File: src/rtl/pad_test_pkg.sv
// pad_test_pkg
// Shared definitions for the pad-test loopback checker and its bench.
//   - FSM state enumeration for the checker
//   - 13-bit LFSR width and Galois tap mask (x^13+x^4+x^3+x+1)
//   - pad counts on each side of the loopback link
//   - exp_rsp(): the fixed pad-test mapping from stimulus to expected response
package pad_test_pkg;

  typedef enum logic [1:0] {
    ST_IDLE  = 2'd0,
    ST_DRIVE = 2'd1,
    ST_DONE  = 2'd2
  } pad_state_e;

  localparam int          LFSR_W    = 13;
  // Low-order terms of the polynomial; x^13 is the bit shifted out of bit 12.
  localparam logic [12:0] LFSR_TAPS = 13'h001B;

  localparam int STIM_GPIO_W = 8;   // drives DUT gpio15..8
  localparam int STIM_HIP_W  = 5;   // drives DUT hip7..3
  localparam int RSP_GPIO_W  = 8;   // from DUT gpio7..0
  localparam int RSP_HIP_W   = 3;   // from DUT hip2..0
  localparam int RSP_W       = RSP_GPIO_W + RSP_HIP_W;

  // Expected DUT response {gpio7..0, hip2..0} for a given stimulus.
  // gpio0 is a registered path inside the DUT; the value is the same, it just
  // needs one extra cycle to appear.
  function automatic logic [RSP_W-1:0] exp_rsp(
    input logic [STIM_GPIO_W-1:0] stim_gpio,
    input logic [STIM_HIP_W-1:0]  stim_hip
  );
    logic [RSP_GPIO_W-1:0] g;
    logic [RSP_HIP_W-1:0]  h;
    g[7:3] = stim_gpio[4:0];
    g[2]   = stim_hip[4];
    g[1]   = stim_hip[3];
    g[0]   = stim_gpio[7] ^ stim_gpio[6] ^ stim_gpio[5];
    h      = stim_hip[2:0];
    return {g, h};
  endfunction

endpackage

File: src/rtl/pad_lfsr13.sv
// pad_lfsr13
// 13-bit Galois LFSR (x^13+x^4+x^3+x+1), shifting left with feedback from bit 12.
// A SEED of zero would lock the register, so it is replaced by 13'h0001.
// Ports:
//   gclk        in   clock, rising edge
//   resetn      in   synchronous active-low reset (register returns to the seed)
//   load        in   load the seed on the next edge
//   step        in   advance one state on the next edge
//   value       out  current LFSR state
//   value_next  out  state the register takes on the next edge
module pad_lfsr13
  import pad_test_pkg::*;
#(
  parameter logic [12:0] SEED = 13'h1ACE
) (
  input  logic              gclk,
  input  logic              resetn,
  input  logic              load,
  input  logic              step,
  output logic [LFSR_W-1:0] value,
  output logic [LFSR_W-1:0] value_next
);

  localparam logic [LFSR_W-1:0] SEED_EFF = (SEED == 13'h0000) ? 13'h0001 : SEED;

  logic [LFSR_W-1:0] shifted;

  // Next-state selection: load wins over step, otherwise hold
  always_comb begin
    shifted = {value[LFSR_W-2:0], 1'b0} ^ (value[LFSR_W-1] ? LFSR_TAPS : 13'h0000);
    if (load) begin
      value_next = SEED_EFF;
    end else if (step) begin
      value_next = shifted;
    end else begin
      value_next = value;
    end
  end

  // LFSR state register
  always_ff @(posedge gclk) begin
    if (!resetn) begin
      value <= SEED_EFF;
    end else begin
      value <= value_next;
    end
  end

endmodule

File: config.mk
export PLATFORM = sky130hd
export DESIGN_NAME = pad_lfsr13
export DESIGN_NICKNAME = d
export VERILOG_FILES = /design/src/rtl/pad_test_pkg.sv /design/src/rtl/pad_lfsr13.sv
export SDC_FILE = /design/constraint.sdc
export NUM_CORES = 1
export LEC_CHECK = 0
export BUFFER_PORTS_ARGS = -buffer_cell sky130_fd_sc_hd__buf_2
export CAP_MARGIN = 20
export CORE_MARGIN = 1
export CORE_UTILIZATION = 43
export CTS_CLUSTER_DIAMETER = 30
export DETAILED_ROUTE_END_ITERATION = 7
export GPL_TIMING_DRIVEN = 0
export PLACE_DENSITY = 0.75
export SETUP_SLACK_MARGIN = 0.4
export SYNTH_ARGS = -nofsm -noshare
export SYNTH_HDL_FRONTEND = slang
export SYNTH_SLANG_ARGS = --single-unit
File: constraint.sdc
create_clock -name gclk -period 1.1 [get_ports gclk]
set_clock_uncertainty 0.05 [all_clocks]
set_input_delay 0.11 -clock gclk [delete_from_list [all_inputs] [get_ports gclk]]
set_output_delay 0.11 -clock gclk [all_outputs]
set_load 0.005 [all_outputs]
==> metrics list, run 1 <==
- Arrival @ worst endpoint: 1.19 ns
* Cell Area, Synth: 635.6 µm²
- Fraction of the cycle the final worst path needs: 1.230
- Counting every net in the synthesized netlist gives 70.
- After layout, the worst setup slack is -0.2532 ns.
- Total number of H-tree levels: 1
- Hold_buf cts: 0
* Count of buffers inserted at the top-level ports: 27
- During synthesis, Yosys emitted a total of 0 warnings.
* Max Root-Sink Buffers: 2
- Most common cell after layout, fill and taps aside: sky130_fd_sc_hd__buf_6
- Of all nets on the critical path, the largest fanout is 5.
- Across the VDD grid, the largest voltage drop is 0.0009098 V.
- Standard cell area after detailed placement: 817.0 µm²
* Synth-to-Final Area Change: 75.98%
- Worst path bufs/invs: 2
- Final global-route overflow total: 0
- For the worst flop-to-flop path, the logic depth is 6.
- Traced cell by cell, the critical path runs through buf_6, xnor2_4, a211oi_2, buf_2.
- Dividing the detail-routed via count by the number of cells gives 5.444.
* Largest reg by FF count: value
- Worst r2r src: value[2]
* Die width: 40.45 µm
- In the final routed layout, each cell accounts on average for 16.39 µm.
- Clock-pin slew of the registers on the worst-case setup and hold paths: 0.09 ns
* P per Cell Area: 943.9 mW/mm²
- The worst path in the final design needs a cycle of 1.353 ns, including I/O delays and setup.
- CTS tree: done
* Finished Cell Area: 0.001119 mm²
- Adding up every negative setup slack in the final design gives -1.733 ns.
- Number of cells in the finished layout apart from fillers: 124
* Violations in the final reports: negative setup slack
- Required time reported for the critical path endpoint: 0.94 ns
- Total of flip-flops plus latches after synthesis: 13
* Register-to-Register Setup Slack: 0.02 ns
- Setup violations remaining at the end of the flow were counted as 13.
* Final net count: 114
- For this configuration, the core starts out at a cell density of 0.4765.
- Maximum clock frequency: 739.0 MHz
- The first global-routing pass estimated 2256 µm of wire.
* Area of the die: 0.001636 mm²
* Worst setup path endpoint: value_next[4]
* Final RePlAce weighted congestion: 0.6987
- The worst register-to-register path ends at value[2].
- Syn_area_per_cell: 9.630 µm²
- The tool flagged a number of max-cap violations equal to 0.
* Clock tree root buffer cell: sky130_fd_sc_hd__clkbuf_4
* Antenna violations before repair: 0
* Die span in y: 40.45 µm
- The largest single stage delay on the critical path is 0.34 ns.
* Distinct cells, synth: 16
- For this design the static power due to leakage is 0.4704 nW.
- The floorplan has 13 rows.
- Top-area cell type share of the netlist area: 0.4094
* Num CTS Buffers: 3
- Count of cell instances traversed by the critical path: 4
* Clock latency on the worst-skew pair: 0.29 ns
* Sort of element at the end of the critical path: output port
- The design draws 1.056 mW.
* Leading cell types in the layout, fill and taps excluded: 22 x sky130_fd_sc_hd__buf_6, 20 x sky130_fd_sc_hd__buf_2, 9 x sky130_fd_sc_hd__nor2_1
- After synthesis, the cell types taking the most area are sky130_fd_sc_hd__dfxtp_1 41%, sky130_fd_sc_hd__mux2i_1 16%, sky130_fd_sc_hd__nand2b_1 6.9%.
- In this run the tightest slew margin relative to its limit is 0.7837.
- HPWL after DPL: 982.3 µm
- Pin count of the biggest net entering global routing: 11
* Crit. Startpoint: value[12]
* Final hold vios: 0
- Flip-flop count of the largest register after layout: 13
- After detailed routing, the number of remaining DRC violations is 0.
* Final Max Tran Viols: 0
* Class of the most critical setup path: flip-flop to output port
* Area of the core: 0.001334 mm²
* Top-level port count: 30
- Critical-path cell with the highest stage delay: sky130_fd_sc_hd__dfxtp_2
- The kind of cell with the highest combined delay along the critical path is flip-flops.
- Ant diodes: 0
- The flow ran to the end, but the final reports show violations.
* Total number of vias: 675
- RSZ-0062 raised after global routing: yes
* Layout Utilization: 0.8386
- The detail route stage leaves a number of antenna-violating nets equal to 0.
- sky130_fd_sc_hd__dfxtp_1 takes more of the synthesized area than any other cell.
- In the final layout, the share of cells above drive strength 1 is 0.6972.
- Before antenna repair, the detailed router went through 4 iterations.
- Worst-margin pin slew: 0.3199 ns
- Once placement completed, the tool counted placed cells totaling 108.
- HP Class: input port to flip-flop
- Final wirelength: 2032 µm
- The cell count after synthesis came out at 66.
* Largest registers: value (13)
- GRT Total Usage: 0.2259
- The detailed router finished its first iteration with 13 violations.
- At the placement stage, the worst setup path has a slack of 0.07098 ns.
- Number of global-route vias before repair: 524
- Of the synthesized area, sequential elements account for 0.4094.
- The worst setup path is launched from a flip-flop.
- Worst hold slack after final layout: 0.03669 ns
* # clock sinks: 13
synthesized netlist by cell type:
| master | count |
|---|---|
| sky130_fd_sc_hd__mux2i_1 | 10 |
| sky130_fd_sc_hd__nor2b_1 | 2 |
| sky130_fd_sc_hd__nor2_1 | 9 |
| sky130_fd_sc_hd__dfxtp_1 | 13 |
| sky130_fd_sc_hd__xnor2_1 | 2 |
| sky130_fd_sc_hd__xnor2_2 | 1 |
| sky130_fd_sc_hd__nand2_1 | 6 |
| sky130_fd_sc_hd__nor4b_1 | 2 |
| sky130_fd_sc_hd__a31oi_1 | 2 |
| sky130_fd_sc_hd__buf_6 | 3 |
| sky130_fd_sc_hd__buf_4 | 2 |
| sky130_fd_sc_hd__a21oi_1 | 2 |
| sky130_fd_sc_hd__nand2b_1 | 7 |
| sky130_fd_sc_hd__buf_2 | 1 |
| sky130_fd_sc_hd__a211oi_2 | 2 |
| sky130_fd_sc_hd__nor3_1 | 2 |
worst min-delay path by stage:
| stage | slack [ns] | cells after the start | end | start |
|---|---|---|---|---|
| 3_5_place_dp | 0.32 | 2 | value[4] | step |
| 4_1_cts | 0.01 | 2 | value[4] | step |
| 2_1_floorplan | 0.28 | 2 | value[10] | resetn |
| 5_1_grt | 0.04 | 2 | value[4] | step |
| 3_3_place_gp | 0.32 | 2 | value[1] | step |
| 6_report | 0.04 | 2 | value[4] | step |
cell type report:
type,count,area [µm²]
Multi-Input combinational cell,47,409.1
Fill cell,85,215.2
Clock buffer,4,26.28
Sequential cell,13,294.0
Timing Repair Buffer,39,309.0
Tap cell,15,18.77
Buffer,6,61.31
where the power goes:
group	switching (mW)	leakage [nW]	internal (mW)
sequential	0.0237	0.108	0.477
clock	0.184	0.0150	0.141
combinational	0.0984	0.348	0.131
logic make-up after synthesis:
| family | Yosys count | share of synthesized area |
|---|---|---|
| flip-flops | 13 | 0.4094 |
| buffers and inverters | 6 | 0.08463 |
| AND/OR/NAND/NOR | 28 | 0.2205 |
| AO/OA/AOI/OAI | 6 | 0.07479 |
| multiplexers | 10 | 0.1575 |
| XOR/XNOR | 3 | 0.05316 |
per-layer routing:
metal / global-route usage / up-vias / wire length (µm)
met5: 0 / - / 0
met4: 0.1417 / 0 / 80
met3: 0.05000 / 10 / 121
met2: 0.3929 / 34 / 1025
met1: 0.2432 / 316 / 804
li1: - / 315 / -
repair_timing:
| item | CTS | global route |
|---|---|---|
| pin swaps | 4 | 3 |
| gates resized for setup | 15 | 30 |
| endpoints found under the setup margin | 39 | 39 |
| buffers inserted | 9 | 3 |
| hold endpoints to repair | 0 | 0 |
Note: power is estimated with default switching activity, not from simulation.
==> run 2, diff against run 1 <==
--- a/config.mk
+++ b/config.mk
@@ -7,7 +7,7 @@
 export LEC_CHECK = 0
 export BUFFER_PORTS_ARGS = -buffer_cell sky130_fd_sc_hd__buf_2
 export CAP_MARGIN = 20
-export CORE_MARGIN = 1
+export CORE_MARGIN = 1.5
 export CORE_UTILIZATION = 43
 export CTS_CLUSTER_DIAMETER = 30
 export DETAILED_ROUTE_END_ITERATION = 7
==> metrics list, run 2 (synthesis gave the netlist of run 1 again) <==
* Die width: 41.45 µm (+2.5%)
* Area of the core: 0.001334 mm² (unchanged)
* GRT Total Usage: 0.1768 (-0.04913)
- The number of hold violations in the final report came to 0 (unchanged).
- The peak supply drop was 0.0007900 V (-13%).
- Endpoint of the worst-slack reg-to-reg timing path: value[4]
* Pin count of the biggest net entering global routing: 11 (unchanged)
* Avg Vias per Cell: 5.205 (-4.4%)
- The number of DRC violations after detailed-routing iteration 0 is 6 (-7).
- The leakage power figure is 0.4387 nW (-6.7%).
* CP Launch Type: flip-flop
- The path with the worst hold slack has its endpoint at value[4].
* Standard cell area after detailed placement: 817.0 µm² (unchanged)
- Largest registers: value (13)
- Num CTS Buffers: 3 (unchanged)
- Design internal power: 0.7463 mW (-0.39%)
- Final wirelength: 1712 µm (-16%)
- Run status: complete, but fails checks
- The area of combinational cells with multiple inputs was 381.6 µm² (-6.7%).
* Top-level port count: 30 (unchanged)
* Switching power as a share of total power: 0.2688 (-0.02156)
* Ant diodes: 0 (unchanged)
- The initial standard-cell utilization of the core came to 0.4765 (unchanged).
- Flip-flop count of the largest register after layout: 13 (unchanged)
- Largest reg by FF count: value
- In this design, the largest share of critical-path delay is due to flip-flops.
- Normalized max-slew margin: 0.7908 (+0.007024)
* Class of the most critical setup path: flip-flop to output port
- Final Max Tran Viols: 0 (unchanged)
* Total number of vias: 635 (-5.9%)
* Setup ws final: -0.2324 ns (+0.02079 ns)
- Violations in the final reports: negative setup slack
- Clock latency on the worst-skew pair: 0.28 ns (about the same)
* Sw power: 0.2743 mW (-11%)
- Clock tree root buffer cell: sky130_fd_sc_hd__clkbuf_4
- Final RePlAce weighted congestion: 0.7359 (+5.3%)
- For this design, the slowest cell found on the critical path is sky130_fd_sc_hd__dfxtp_2.
- The min-delay analysis places its worst path in the category input port to flip-flop.
* Number of detailed-route iterations in the first pass: 4 (unchanged)
- Cells on Worst Hold Path: 2 (unchanged)
* Sort of element at the end of the critical path: output port
* Overall power after layout: 1.021 mW (-3.3%)
- The number of buffers inserted for hold repair after clock tree synthesis was 0 (unchanged).
- Finished Cell Area: 0.001030 mm² (-7.9%)
* Die span in y: 41.45 µm (+2.5%)
- The worst endpoint data arrival time came to 1.17 ns (-0.02 ns).
- The total die area was 0.001718 mm² (+5.0%).
- The worst reg-to-reg path cell count is 4 (-2).
- The post-layout minimum cycle time is 1.332 ns (-0.02079 ns).
- Max Root-Sink Buffers: 2 (unchanged)
- The library cell used most frequently in the layout, excluding fill and tap cells, is sky130_fd_sc_hd__buf_2.
* CP max stage delay: 0.33 ns (about the same)
* Fraction of the cycle the final worst path needs: 1.211 (-0.01890)
- The total DRC errors in the routed layout is 0 (unchanged).
- Fin Setup TNS: -1.393 ns (+0.3395 ns)
* Number of global-route vias before repair: 558 (+6.5%)
* Required time reported for the critical path endpoint: 0.94 ns (about the same)
- Worst path bufs/invs: 2 (unchanged)
- Ordered list of cells on the worst path: buf_6, xnor2_1, a21oi_1, buf_2
- The measured slew at the worst slew-check pin was 0.3139 ns (-0.006029 ns).
- Worst r2r src: value[12]
- Worst hold slack after final layout: 0.03501 ns (-0.001681 ns)
- Register-to-Register Setup Slack: 0.09 ns (+0.07 ns)
- The fraction of final layout cells with drive strength greater than 1 was 0.6916 (-0.005659).
* Final count of negative-setup-slack endpoints: 13 (unchanged)
- The number of violations of the max-capacitance limit came to 0 (unchanged).
* Antenna violations before repair: 0 (unchanged)
- Clock-pin slew of the registers on the worst-case setup and hold paths: 0.08 ns (about the same)
- HPWL after DPL: 1013 µm (+3.1%)
* Final net count: 112 (-1.8%)
* First-pass GRT wire length: 2352 µm (+4.3%)
- In the layout the commonest cells are 22 x sky130_fd_sc_hd__buf_2, 13 x sky130_fd_sc_hd__buf_6, 9 x sky130_fd_sc_hd__dfxtp_2.
- Filler cell count: 89 (+4.7%)
- P per Cell Area: 991.2 mW/mm² (+5.0%)
- The sequential fraction of design power was 0.492 (+0.018).
- TritonCTS built the clock tree.
* Seq. cell area: 286.5 µm² (-2.6%)
* Antenna-violating nets left: 0 (unchanged)
* Synth-to-Final Area Change: 62.01%
- Count of buffers inserted at the top-level ports: 27 (unchanged)
- Setup repair after global routing could not meet its margin everywhere.
- The peak clock frequency supported by timing came to 750.5 MHz (+1.6%).
* Total number of H-tree levels: 1 (unchanged)
- The leftover overflow at the end of global routing was 0 (unchanged).
- Proportion of power drawn by combinational gates: 0.213 (-0.004)
- The startpoint identified for the worst hold timing path is step.
- The clock network power share came to 0.294 (-0.014).
- The worst-path maximum fanout was 5 (unchanged).
* Wire per inst: 14.03 µm (-14%)
- The site row count is 13 (unchanged).
- The number of clock sinks is 13 (unchanged).
[run 2: changes by cell type in the layout (fill, tap and decap cells not counted), sizes merged]
| cell | before | now |
|---|---|---|
| buf | 45 | 43 |
[run 2: worst register-to-register path: stages (launching register included)]
cell and delay (ns):
sky130_fd_sc_hd__dfxtp_2 0.33, sky130_fd_sc_hd__buf_6 0.13, sky130_fd_sc_hd__xnor2_4 0.13, sky130_fd_sc_hd__buf_4 0.14
sky130_fd_sc_hd__a211oi_2 0.16
[run 2: routing by layer]
| layer | part of all wire | vias up | GRT usage |
|---|---|---|---|
| met2 | 0.48 | 22 | 0.2813 |
| met5 | 0 | - | 0 |
| met3 | 0.053 | 5 | 0.03913 |
| li1 | - | 305 | - |
| met4 | 0.019 | 0 | 0.08387 |
| met1 | 0.44 | 303 | 0.2255 |
[run 2: what timing repair did]
item,4_1_cts,5_1_grt
setup endpoints to repair,39,39
pin swaps,5,3
gates resized for setup,10,20
hold endpoints to repair,0,0
setup buffers,4,6
[run 2: per-stage QoR]
step,instances,util,setup WS (ns)
floorplan,66,-,0.1887
global placement,108,0.6126,0.07909
detailed placement,108,0.6126,0.06523
CTS,116,0.6773,-0.2225
global route,122,0.7720,-0.3021
finish,122,0.7720,-0.2324
[run 2: how the worst max path moves through the flow]
stage                          to      start  cells after the start  slack, ns
CTS                 value_next[4]  value[12]                      4      -0.22
global placement    value_next[4]  value[12]                      4       0.08
floorplan           value_next[4]  value[12]                      3       0.19
detailed placement  value_next[1]  value[12]                      4       0.07
global route        value_next[3]  value[12]                      4      -0.30
finish              value_next[3]  value[12]                      4      -0.23
[run 2: power by group through the flow]
stage               Clock, mW  Sequential [mW]  Combinational (mW)
global route            0.323            0.505               0.236
floorplan                   0            0.514               0.106
detailed placement          0            0.514               0.162
CTS                     0.303            0.504               0.179
global placement            0            0.514               0.161
finish                  0.300            0.503               0.218
[run 2: area by class of cell]
cell class / count / share of cell area
multi-input cells: 47 / 0.3706
clock buffers: 4 / 0.02552
flip-flops and latches: 13 / 0.2782
well taps: 15 / 0.01823
repair buffers: 37 / 0.2479
plain buffers: 6 / 0.05954
